File: src/rtl/mem_port_arbiter.sv
`default_nettype none
// ============================================================================
// Module   : mem_port_arbiter
// Purpose  : Shares one 4-byte-lane, fixed-latency memory port between the
//            core's instruction-fetch requester and its load/store requester.
//            Each granted access runs IDLE -> BUSY (MEM_LAT cycles) -> DONE.
//            The owner's done strobe pulses in DONE, and the read word is
//            captured on the last BUSY cycle. Byte packing is big-endian.
// Ports    : clk, rst_b (synchronous, active-high despite the name), halted
//            fetch side : if_req, if_addr, if_done, if_rdata
//            data side  : d_req, d_we, d_addr, d_wdata, d_done, d_rdata
//            core       : stall
//            memory     : mem_addr, mem_data_in[0:3], mem_data_out[0:3],
//                         mem_write_en
// Options  : MEM_ARB_RR_EN - round-robin arbitration on contention instead
//            of fixed data priority (default build: undefined).
// Revision : 1.0 - initial release
// ============================================================================
module mem_port_arbiter #(
    parameter int MEM_LAT = 2,  // access latency in cycles, 1..15
    parameter int CNT_W   = 4   // 2**CNT_W must exceed MEM_LAT
) (
    input  logic        clk,
    input  logic        rst_b,
    input  logic        halted,
    input  logic        if_req,
    input  logic [31:0] if_addr,
    output logic        if_done,
    output logic [31:0] if_rdata,
    input  logic        d_req,
    input  logic        d_we,
    input  logic [31:0] d_addr,
    input  logic [31:0] d_wdata,
    output logic        d_done,
    output logic [31:0] d_rdata,
    output logic        stall,
    output logic [31:0] mem_addr,
    output logic [7:0]  mem_data_in  [0:3],
    input  logic [7:0]  mem_data_out [0:3],
    output logic        mem_write_en
);

    localparam logic [1:0] c_IDLE = 2'd0;
    localparam logic [1:0] c_BUSY = 2'd1;
    localparam logic [1:0] c_DONE = 2'd2;

    localparam logic c_OWN_F = 1'b0;
    localparam logic c_OWN_D = 1'b1;

    localparam logic [CNT_W-1:0] c_CNT_LOAD = CNT_W'(MEM_LAT - 1);
    localparam logic [CNT_W-1:0] c_CNT_ONE  = CNT_W'(1);

    logic [1:0]       r_state;
    logic [1:0]       w_state_nxt;
    logic [CNT_W-1:0] r_cnt;
    logic             r_owner;
    logic             r_we;
    logic [31:0]      r_addr;
    logic [31:0]      r_wdata;
    logic [31:0]      r_if_rdata;
    logic [31:0]      r_d_rdata;
    logic             w_grant;
    logic             w_grant_d;
    logic [31:0]      w_rword;

`ifdef MEM_ARB_RR_EN
    logic             r_last_owner;
`endif

    // Big-endian: lane 0 carries the most significant byte.
    assign w_rword = {mem_data_out[0], mem_data_out[1], mem_data_out[2], mem_data_out[3]};

    // ------------------------------------------------------------------------
    // Arbitration: only evaluated in IDLE and never while the core is halted.
    // ------------------------------------------------------------------------
    always_comb begin
        w_grant   = 1'b0;
        w_grant_d = 1'b0;
        if (r_state == c_IDLE && !halted) begin
`ifdef MEM_ARB_RR_EN
            if (d_req && if_req) begin
                // On contention the requester that did not win last time goes.
                w_grant   = 1'b1;
                w_grant_d = (r_last_owner != c_OWN_D);
            end else if (d_req) begin
                w_grant   = 1'b1;
                w_grant_d = 1'b1;
            end else if (if_req) begin
                w_grant   = 1'b1;
            end
`else
            if (d_req) begin
                w_grant   = 1'b1;
                w_grant_d = 1'b1;
            end else if (if_req) begin
                w_grant   = 1'b1;
            end
`endif
        end
    end

    // ------------------------------------------------------------------------
    // FSM state register
    // ------------------------------------------------------------------------
    always_ff @(posedge clk) begin
        if (rst_b) begin
            r_state <= c_IDLE;
        end else begin
            r_state <= w_state_nxt;
        end
    end

    // ------------------------------------------------------------------------
    // FSM next state and strobes
    // ------------------------------------------------------------------------
    always_comb begin
        w_state_nxt  = r_state;
        if_done      = 1'b0;
        d_done       = 1'b0;
        mem_write_en = 1'b0;
        case (r_state)
            c_IDLE: begin
                if (w_grant) begin
                    w_state_nxt = c_BUSY;
                end
            end
            c_BUSY: begin
                mem_write_en = r_we;
                if (r_cnt == '0) begin
                    w_state_nxt = c_DONE;
                end
            end
            c_DONE: begin
                if_done     = (r_owner == c_OWN_F);
                d_done      = (r_owner == c_OWN_D);
                w_state_nxt = c_IDLE;
            end
            default: begin
                w_state_nxt = c_IDLE;
            end
        endcase
    end

    // ------------------------------------------------------------------------
    // Datapath: request latch, latency counter, read-word capture
    // ------------------------------------------------------------------------
    always_ff @(posedge clk) begin
        if (rst_b) begin
            r_cnt      <= '0;
            r_owner    <= c_OWN_D;
            r_we       <= 1'b0;
            r_addr     <= '0;
            r_wdata    <= '0;
            r_if_rdata <= '0;
            r_d_rdata  <= '0;
        end else if (w_grant) begin
            // Requests are latched so later changes on the request bus are ignored.
            r_owner <= w_grant_d ? c_OWN_D : c_OWN_F;
            r_addr  <= w_grant_d ? d_addr : if_addr;
            r_we    <= w_grant_d & d_we;
            r_cnt   <= c_CNT_LOAD;
            if (w_grant_d) begin
                r_wdata <= d_wdata;
            end
        end else if (r_state == c_BUSY) begin
            if (r_cnt != '0) begin
                r_cnt <= r_cnt - c_CNT_ONE;
            end else if (!r_we) begin
                if (r_owner == c_OWN_D) begin
                    r_d_rdata <= w_rword;
                end else begin
                    r_if_rdata <= w_rword;
                end
            end
        end
    end

`ifdef MEM_ARB_RR_EN
    always_ff @(posedge clk) begin
        if (rst_b) begin
            r_last_owner <= c_OWN_F;
        end else if (w_grant) begin
            r_last_owner <= w_grant_d ? c_OWN_D : c_OWN_F;
        end
    end
`endif

    // ------------------------------------------------------------------------
    // Outputs
    // ------------------------------------------------------------------------
    assign if_rdata = r_if_rdata;
    assign d_rdata  = r_d_rdata;
    assign mem_addr = r_addr;
    assign stall    = (r_state != c_IDLE) | ((if_req | d_req) & ~halted);

    always_comb begin
        mem_data_in[0] = r_wdata[31:24];
        mem_data_in[1] = r_wdata[23:16];
        mem_data_in[2] = r_wdata[15:8];
        mem_data_in[3] = r_wdata[7:0];
    end

endmodule
`default_nettype wire
File: config.mk
export PLATFORM = sky130hd
export DESIGN_NAME = mem_port_arbiter
export DESIGN_NICKNAME = d
export VERILOG_FILES = /design/src/rtl/mem_port_arbiter.sv
export SDC_FILE = /design/constraint.sdc
export NUM_CORES = 1
export LEC_CHECK = 0
export ABC_AREA = 1
export CAP_MARGIN = 20
export CORE_MARGIN = 3
export CORE_UTILIZATION = 41
export CTS_CLUSTER_DIAMETER = 80
export DETAILED_ROUTE_END_ITERATION = 8
export GPL_TIMING_DRIVEN = 0
export PLACE_DENSITY = 0.8
export SETUP_SLACK_MARGIN = 0.5
export SLEW_MARGIN = 10
export SYNTH_ARGS = -nofsm -noshare
export SYNTH_HDL_FRONTEND = slang
export SYNTH_SLANG_ARGS = --single-unit
File: constraint.sdc
create_clock -name clk -period 2.2 [get_ports clk]
set_clock_uncertainty 0.1 [all_clocks]
set_input_delay 0.22 -clock clk [delete_from_list [all_inputs] [get_ports clk]]
set_output_delay 0.22 -clock clk [all_outputs]
set_load 0.01 [all_outputs]
# Word-level counts from Yosys, hierarchy flattened
# Index checks and enable logic that the tools add are counted.
# word_totals
regBits	136
wordCells	54
# classes
n_addsub	1
eq_ne	4
muxes	16
bitwise_logic	9
n_reduce_logical	15
# op_table
op	count
32-bit 2-to-1 mux	1
1-bit 2-to-1 mux	12
5-bit AND reduction	2
2-bit AND reduction	4
2-bit nonzero test	3
1-bit inverter	5
4-bit logical NOT	1
2-bit 2-to-1 mux	2
2-bit inequality test, second input constant	2
2-bit one-hot mux with 2 select lines	1
4-bit nonzero test	1
4-bit by 1-bit subtractor with 4-bit output, second input constant	1
1-bit AND	2
2-bit by 1-bit equality test with 1-bit output, second input constant	1
2-bit equality test, second input constant	1
2-bit logical NOT	1
1-bit bitwise OR	2
2-bit OR reduction	1
1-bit logical AND	1
1-bit logical NOT	1

# Longest topological paths before layout
# Gate-level depths: netlist of run 1.
# logic_depth
depth_word	5
mapped_depth	9
depth_no_buf	9

# Worst setup path after synthesis of run 1
# OpenSTA, ideal clock, no wires.
# synth_timing
path_kind	register to register
from	register r_cnt[0]
to	register r_d_rdata[10] (netlist: d_rdata[10])
setup_time_ns	0.113
arrival_time_ns	1.296
setup_slack_ns	0.691
stages_incl_launch_ff	9
path_buffers	1
period_less_slack_ns	1.509
path_cell_list	dfxtp_1 inv_1 ha_1 nand3_1 inv_2 buf_1 nand4_1 nand2_1 nor2_1
# synth_via
elab_chain_cells	3
# synth_lines
item	line_no	text
start, declared	55	logic [CNT_W-1:0] r_cnt;
start signal, assigned	161	r_cnt <= c_CNT_LOAD;
start signal, assigned	167	r_cnt <= r_cnt - c_CNT_ONE;
4-bit nonzero test	166	if (r_cnt != '0) begin
1-bit inverter (no source line)	--	
5-bit AND reduction (no source line)	--	
end signal, assigned	170	r_d_rdata <= w_rword;
end, declared	61	logic [31:0] r_d_rdata;
# Every way passes these cells.
# A chain may end at the register's enable or synchronous reset.

# Worst setup path after layout of run 1
# layout_timing
from	register r_state[0]
to	output stall
# layout_via
elab_chain_cells	2
# layout_lines
item	line_no	text
start, declared	53	logic [1:0] r_state;
start signal, assigned	107	r_state <= c_IDLE;
start signal, assigned	109	r_state <= w_state_nxt;
2-bit nonzero test	194	assign stall = (r_state != c_IDLE) | ((if_req | d_req) & ~halted);
1-bit bitwise OR	194	
end, declared	36	output logic stall,
# Every way passes these cells.

==> results of run 1 <==
==> timing repair <==
item / in CTS / in global routing
gates cloned: 1 / 1
pin swaps: 3 / 2
gates resized for setup: 29 / 53
hold buffers: 0 / 0
setup endpoints to repair: 67 / 119
buffers inserted: 4 / 5
==> routing by layer <==
| layer | vias up | part of all wire (%) | global-route usage (%) |
|---|---|---|---|
| met3 | 26 | 8.4 | 8.83 |
| met2 | 198 | 52 | 43.5 |
| li1 | 3116 | - | - |
| met4 | 0 | 2.1 | 8.79 |
| met1 | 2642 | 38 | 25.2 |
| met5 | - | 0 | 0 |
==> sequential cells by signal (all words and copies together) (netlist names) <==
name         flops
d_rdata         32
if_rdata        32
mem_addr        32
mem_data_in     32
r_cnt            4
r_owner          1
r_state          2
r_we             1
==> power breakdown <==
group | total, W | internal, W | leakage [nW] | switching [W]
clock network | 0.00283 | 0.00181 | 0.292 | 0.00102
registers | 0.00271 | 0.00262 | 1.11 | 0.0000833
logic | 0.00130 | 0.000686 | 2.88 | 0.000614
total | 0.00684 | 0.00512 | 4.28 | 0.00172
==> layout make-up <==
cell class / instances / share of cell area [%]
clock inverters: 7 / 0.979
plain buffers: 48 / 3.19
diodes: 1 / 0.0268
clock buffers: 24 / 5.38
flip-flops and latches: 136 / 29.2
multi-input cells: 528 / 24.8
inverters: 112 / 4.53
repair buffers: 276 / 29.5
well taps: 176 / 2.36
==> through the flow <==
step / setup TNS (ns) / setup WS, ns / instance area, µm² / hold WS (ns) / total power (W)
after floorplan: 0 / 0.691 / 5660 / 0.189 / 0.00329
after global placement: -0.165 / -0.165 / 8530 / 0.339 / 0.00397
after detailed placement: -0.173 / -0.173 / 8530 / 0.347 / 0.00399
after CTS: 0 / 0.253 / 9190 / 0.296 / 0.00684
after global routing: 0 / 0.432 / 9330 / 0.322 / 0.00712
final: 0 / 0.488 / 9330 / 0.317 / 0.00684
==> worst reg2reg max path, delay by kind of cell (launching register included) <==
kind,cells,cell delay (ns)
AOI/OAI and AO/OA,2,0.23
and+or+nand+nor,3,0.35
buffers and inverters,3,0.55
DFF,1,0.36
==> worst max path at each step <==
stage                                 start                        to  slack, ns  depth (start not counted)
global placement                     if_req                     stall      -0.16                          8
global route        r_state[1]$_SDFFE_PP0P_              mem_write_en       0.43                          4
detailed placement                   if_req                     stall      -0.17                          8
finish              r_state[0]$_SDFFE_PP0P_                     stall       0.49                          6
floorplan             r_cnt[0]$_SDFFE_PP0P_  d_rdata[10]$_SDFFE_PP0P_       0.69                          8
CTS                 r_state[0]$_SDFFE_PP0P_                     stall       0.25                          6
==> layout by cell type, fill, tap and decap left out, types with 2 or more instances in the layout <==
cell / n
inv_2: 4
clkbuf_4: 5
buf_2: 11
dlymetal6s2s_1: 5
clkbuf_16: 17
nor2_1: 198
clkdlybuf4s15_2: 2
clkbuf_1: 13
clkbuf_2: 10
nor2_2: 2
clkinv_2: 3
buf_4: 10
clkbuf_8: 5
dlygate4sd2_1: 3
bufinv_16: 2
buf_6: 9
dfxtp_2: 2
nand4_1: 33
dfxtp_1: 133
nor3_1: 3
inv_1: 106
o21ai_0: 60
nand2_1: 177
o21ai_1: 37
nor2_4: 2
clkdlybuf4s50_1: 253
nand3_1: 5
nand3_4: 4
a21oi_1: 3
buf_1: 3
==> cells by family (layout without fill, tap and decap cells) <==
kind of cell,Yosys count,after routing,share of synthesized area (%)
adder cells (fa/ha/maj),1,1,0.221
flip-flops,136,136,48.1
AND/OR/NAND/NOR,426,426,30.8
buffers and inverters,160,467,11.9
AO/OA/AOI/OAI,101,101,8.93
other,0,1,0
==> reports/qor.csv, run 1 <==
metric,value,unit
YS warnings,0,
peak fanout along the critical path,4,
Final Slew Violations,0,
DP HPWL,14.3,mm
initial antenna violation count,1,
Vias/cell,4.57,
post-route ant nets,0,
slack of the worst reg-to-reg path,0.54,ns
Min-Delay Path Class,in2reg,
Clock Latency Late Sink,0.41,ns
asr flop ratio synth,0,%
most frequent cell after synthesis,nor2_1,
Syn-to-layout area delta,64.9,%
global-route wire length before repair,27.9,mm
number of synthesized flops with an enable pin,0,
Final setup viols,0,
final period utilization,77.8,%
gr usage total,23.9,%
clk root buf,clkbuf_16,
dpl cells,1265,
die footprint,0.0152,mm²
"Top FF cell, synth",dfxtp_1,
Cell Pwr Density,733,mW/mm²
IO Pins,266,
"Distinct cells, synth",22,
Iter 0 DRT Violations,287,
First-pass DRT Iterations,4,
top area cells in the synthesized netlist,"dfxtp_1 48%, nor2_1 13%, nand2_1 12%",
via count,5982,
Die Y,123,µm
DRC viols,0,
WHS Path Cells,3,
CP Buf/Inv Count,3,
Row Count,42,
Critical Path AT,1.39,ns
clock slew seen by the registers of the worst setup and hold paths,0.06,ns
minimum clock period,1.71,ns
"Seq/Total Area, Yosys",48.1,%
Setup crit start kind,flip-flop,
Initial Util,42.4,%
CP most frequent cell,buf_6,
CP top delay family,flip-flops,
"Req. time, crit path",1.88,ns
run status,finished clean,
drt wl/cell,14.2,µm
layout cells sized above 1,8.66,%
CP max-delay cell,dfxtp_4,
final net count,1254,
H-tree Lvls,4,
WL final,18.5,mm
CTS Buffer Depth,2,
Tightest Pin Transition,0.504,ns
placer congestion estimate,0.858,
largest net degree at the start of global routing,17,
fin util,69.9,%
Lkg Pwr,4.28,nW
CTS buffer count,17,
max_slew headroom,66.4,%
Max-Cap Viols,0,
core area,0.0133,mm²
Mapped Area,0.00566,mm²
final hold violation count,0,
area of the multi-input gates,0.00231,mm²
HP Start,mem_data_out[2],
list of most frequent post-synthesis cells,"199 x nor2_1, 178 x nand2_1, 136 x dfxtp_1, 107 x inv_1, 74 x o21ai_0",
RSZ-0062 raised after global routing,yes,
Peak VDD IR,0.529,mV
Worst Hold Path EP,if_rdata[2]$_SDFFE_PP0P_,
Filler Cell Count,1143,
Post-Syn Instances,824,
Max Clock Freq,584,MHz
"area leader, netlist",dfxtp_1,
total gr overflow,0,
CTS tree,yes,
Synth top area share,48.1,%
crit end category,primary output,
reg2reg start,r_state[0]$_SDFFE_PP0P_,
Die Span X,123,µm
Reg area,0.00273,mm²
r2r endpoint,mem_addr[29]$_SDFFE_PP0P_,
Non-Filler Instances,1308,
R2R depth,8,
Post-Syn Nets,959,
"slowest stage delay, CP",0.36,ns
number of global-route vias before repair,5637,
synthesized flop and latch total,136,
syn_area_per_cell,6.87,µm²
CP cell instances,nor2_4 -> nand3_4 -> buf_6 -> buf_8 -> nand2_4 -> buf_6,
crit path kind,reg2out,
PortBufs,265,
Num Clock Sinks,136,
Power figures use the tool's default switching activity.
==> inputs of run 2 (changes only) <==
--- a/config.mk
+++ b/config.mk
@@ -8,11 +8,11 @@
 export ABC_AREA = 1
 export CAP_MARGIN = 20
 export CORE_MARGIN = 3
-export CORE_UTILIZATION = 41
+export CORE_UTILIZATION = 37
 export CTS_CLUSTER_DIAMETER = 80
 export DETAILED_ROUTE_END_ITERATION = 8
 export GPL_TIMING_DRIVEN = 0
-export PLACE_DENSITY = 0.8
+export PLACE_DENSITY = 0.76
 export SETUP_SLACK_MARGIN = 0.5
 export SLEW_MARGIN = 10
 export SYNTH_ARGS = -nofsm -noshare
==> constraint.sdc (replaced) <==
create_clock -name clk -period 1.5 [get_ports clk]
set_clock_uncertainty 0.1 [all_clocks]
set_input_delay 0.15 -clock clk [delete_from_list [all_inputs] [get_ports clk]]
set_output_delay 0.15 -clock clk [all_outputs]
set_load 0.01 [all_outputs]
==> run 2 against run 1 <==
Against the previous run:
- the run now ends with negative setup slack left
- worst hold slack worse by 0.088 ns
- setup slack worse by 0.62 ns
- combinational power up 80%
- first-iteration DRC count down 13%
- power up 63%
- register-to-register slack worse by 0.67 ns
- clock power up 67%
- utilization up 3.1 points
- die area up 10%
- via count up 5.4%
- routed wire length up 11%
- largest cell class unchanged
==> reports/qor.csv, run 2 (same netlist as run 1, synthesis figures left out) <==
metric,value,unit,change
Row Count,44,,+4.8%
DRC viols,0,,unchanged
r2r endpoint,if_rdata[19]$_SDFFE_PP0P_,,
CP cell instances,nor2_4 -> nand3_4 -> buf_8 -> buf_8 -> nand2_2 -> buf_6,,
H-tree Lvls,4,,unchanged
Cell Pwr Density,1030,mW/mm²,+41%
Lkg Pwr,5.01,nW,+17%
crit end category,primary output,,
peak fanout along the critical path,3,,-1
First-pass DRT Iterations,5,,+1
total gr overflow,0,,unchanged
Die Span X,130,µm,+5.0%
Final Slew Violations,0,,unchanged
slack of the worst reg-to-reg path,-0.13,ns,-0.67 ns
layout cells sized above 1,42.0,%,+33 points
final period utilization,109,%,
CTS Buffer Depth,2,,unchanged
die footprint,0.0168,mm²,+10%
Die Y,130,µm,+5.0%
Initial Util,38.4,%,-4.0 points
Num Clock Sinks,136,,unchanged
number of global-route vias before repair,5877,,+4.3%
Reg area,0.00289,mm²,+5.9%
reg2reg start,r_state[0]$_SDFFE_PP0P_,,
DP Area,0.00865,mm²,+1.4%
Peak VDD IR,0.771,mV,+46%
Vias/cell,4.65,,+1.7%
PortBufs,265,,unchanged
R2R depth,11,,+3
final net count,1293,,+3.1%
CP max-delay cell,dfxtp_4,,
Final setup viols,112,,+112
initial antenna violation count,0,,-1
global-route wire length before repair,30.3,mm,+8.6%
placer congestion estimate,0.800,,-6.8%
minimum clock period,1.63,ns,
via count,6305,,+5.4%
run status,"complete, but fails checks",,
post-route ant nets,0,,unchanged
"slowest stage delay, CP",0.36,ns,about the same
CTS buffer count,17,,unchanged
failing checks,negative setup slack,,
Tightest Pin Transition,0.536,ns,+0.0319 ns
Max Clock Freq,614,MHz,
final instance area,0.0108,mm²,+15%
largest net degree at the start of global routing,17,,unchanged
Min-Delay Path Class,in2reg,,
"Req. time, crit path",1.25,ns,-0.63 ns
Filler Cell Count,1129,,-1.2%
Worst setup endpoint,stall,,
Critical Path AT,1.38,ns,about the same
Setup crit start kind,flip-flop,,
setup ws final,-0.128,ns,-0.616 ns
ant diodes,0,,-1
"commonest non-fill, non-tap cell in the layout",nor2_1,,
clock slew seen by the registers of the worst setup and hold paths,0.06,ns,about the same
setup TNS,-5.08,ns,-5.08 ns
gr usage total,23.2,%,-0.71 points
Iter 0 DRT Violations,251,,-13%
core area,0.0148,mm²,+11%
drt wl/cell,15.2,µm,+7.3%
area of the multi-input gates,0.00264,mm²,+14%
clk root buf,clkbuf_16,,
CTS tree,yes,,
IO Pins,266,,unchanged
Clock Latency Late Sink,0.42,ns,about the same
RSZ-0062 raised after global routing,yes,,
Syn-to-layout area delta,90.3,%,
DP HPWL,14.1,mm,-1.4%
crit path kind,reg2out,,
max_slew headroom,64.3,%,-2.1 points
final hold violation count,0,,unchanged
Critical path origin,r_state[0]$_SDFFE_PP0P_,,
CP most frequent cell,buf_8,,
most frequent cells in the layout,"171 x nor2_1, 143 x buf_6, 133 x clkdlybuf4s50_1, 131 x nand2_1, 131 x dfxtp_2",,
Max-Cap Viols,0,,unchanged
WL final,20.6,mm,+11%
-- run 2: area by class of cell --
class                   instances  area share [%]
flip-flops and latches        136            26.8
repair buffers                315            31.6
clock buffers                  21            4.46
well taps                     184            2.14
plain buffers                  48            4.66
inverters                     112            4.00
clock inverters                11            1.79
multi-input cells             528            24.5
-- run 2: worst max-delay path: cells and delay by family (launching register included) --
| kind | cells | cell delay, ns |
|---|---|---|
| AND/OR/NAND/NOR | 3 | 0.26 |
| flip-flops | 1 | 0.36 |
| buffers and inverters | 3 | 0.34 |
-- run 2: what timing repair did --
item	CTS	global route
gates resized for setup	903	115
setup endpoints to repair	268	268
pin swaps	16	27
cloned	7	6
buffers inserted	25	12
hold buffers	0	0
-- run 2: routing by layer --
metal | global-route usage (%) | share of wire, % | vias up
met3 | 9.03 | 8.3 | 15
met5 | 0 | 0 | -
met2 | 42.9 | 54 | 228
met4 | 6.23 | 1.0 | 0
li1 | - | - | 3207
met1 | 24.6 | 37 | 2855
-- run 2: metrics by stage --
stage          util (%)  hold WS, ns  cells  worst slack (ns)  power, W
2_1_floorplan         -        0.112    824             0.177   0.00488
3_3_place_gp       58.7        0.336   1273            -0.629   0.00590
3_5_place_dp       58.7        0.346   1273            -0.643   0.00592
4_1_cts            69.3        0.211   1337            -0.148    0.0110
5_1_grt            73.0        0.231   1355            -0.198    0.0116
6_report           73.0        0.228   1355            -0.128    0.0111
-- run 2: how the worst min path moves through the flow --
stage | start | endpoint | slack (ns) | depth (start not counted)
after floorplan | rst_b | r_state[0]$_SDFFE_PP0P_ | 0.11 | 1
after global placement | mem_addr[19]$_SDFFE_PP0P_ | mem_addr[19]$_SDFFE_PP0P_ | 0.34 | 2
after detailed placement | mem_addr[20]$_SDFFE_PP0P_ | mem_addr[20]$_SDFFE_PP0P_ | 0.35 | 2
after CTS | d_wdata[14] | mem_data_in[14]$_SDFFE_PP0P_ | 0.21 | 3
after global routing | d_wdata[30] | mem_data_in[30]$_SDFFE_PP0P_ | 0.23 | 3
final | d_wdata[0] | mem_data_in[0]$_SDFFE_PP0P_ | 0.23 | 3
-- run 2: power breakdown --
part | total [W] | internal (W) | switching, W
combinational | 0.00234 | 0.00130 | 0.00103
sequential | 0.00407 | 0.00389 | 0.000171
clock | 0.00472 | 0.00313 | 0.00159
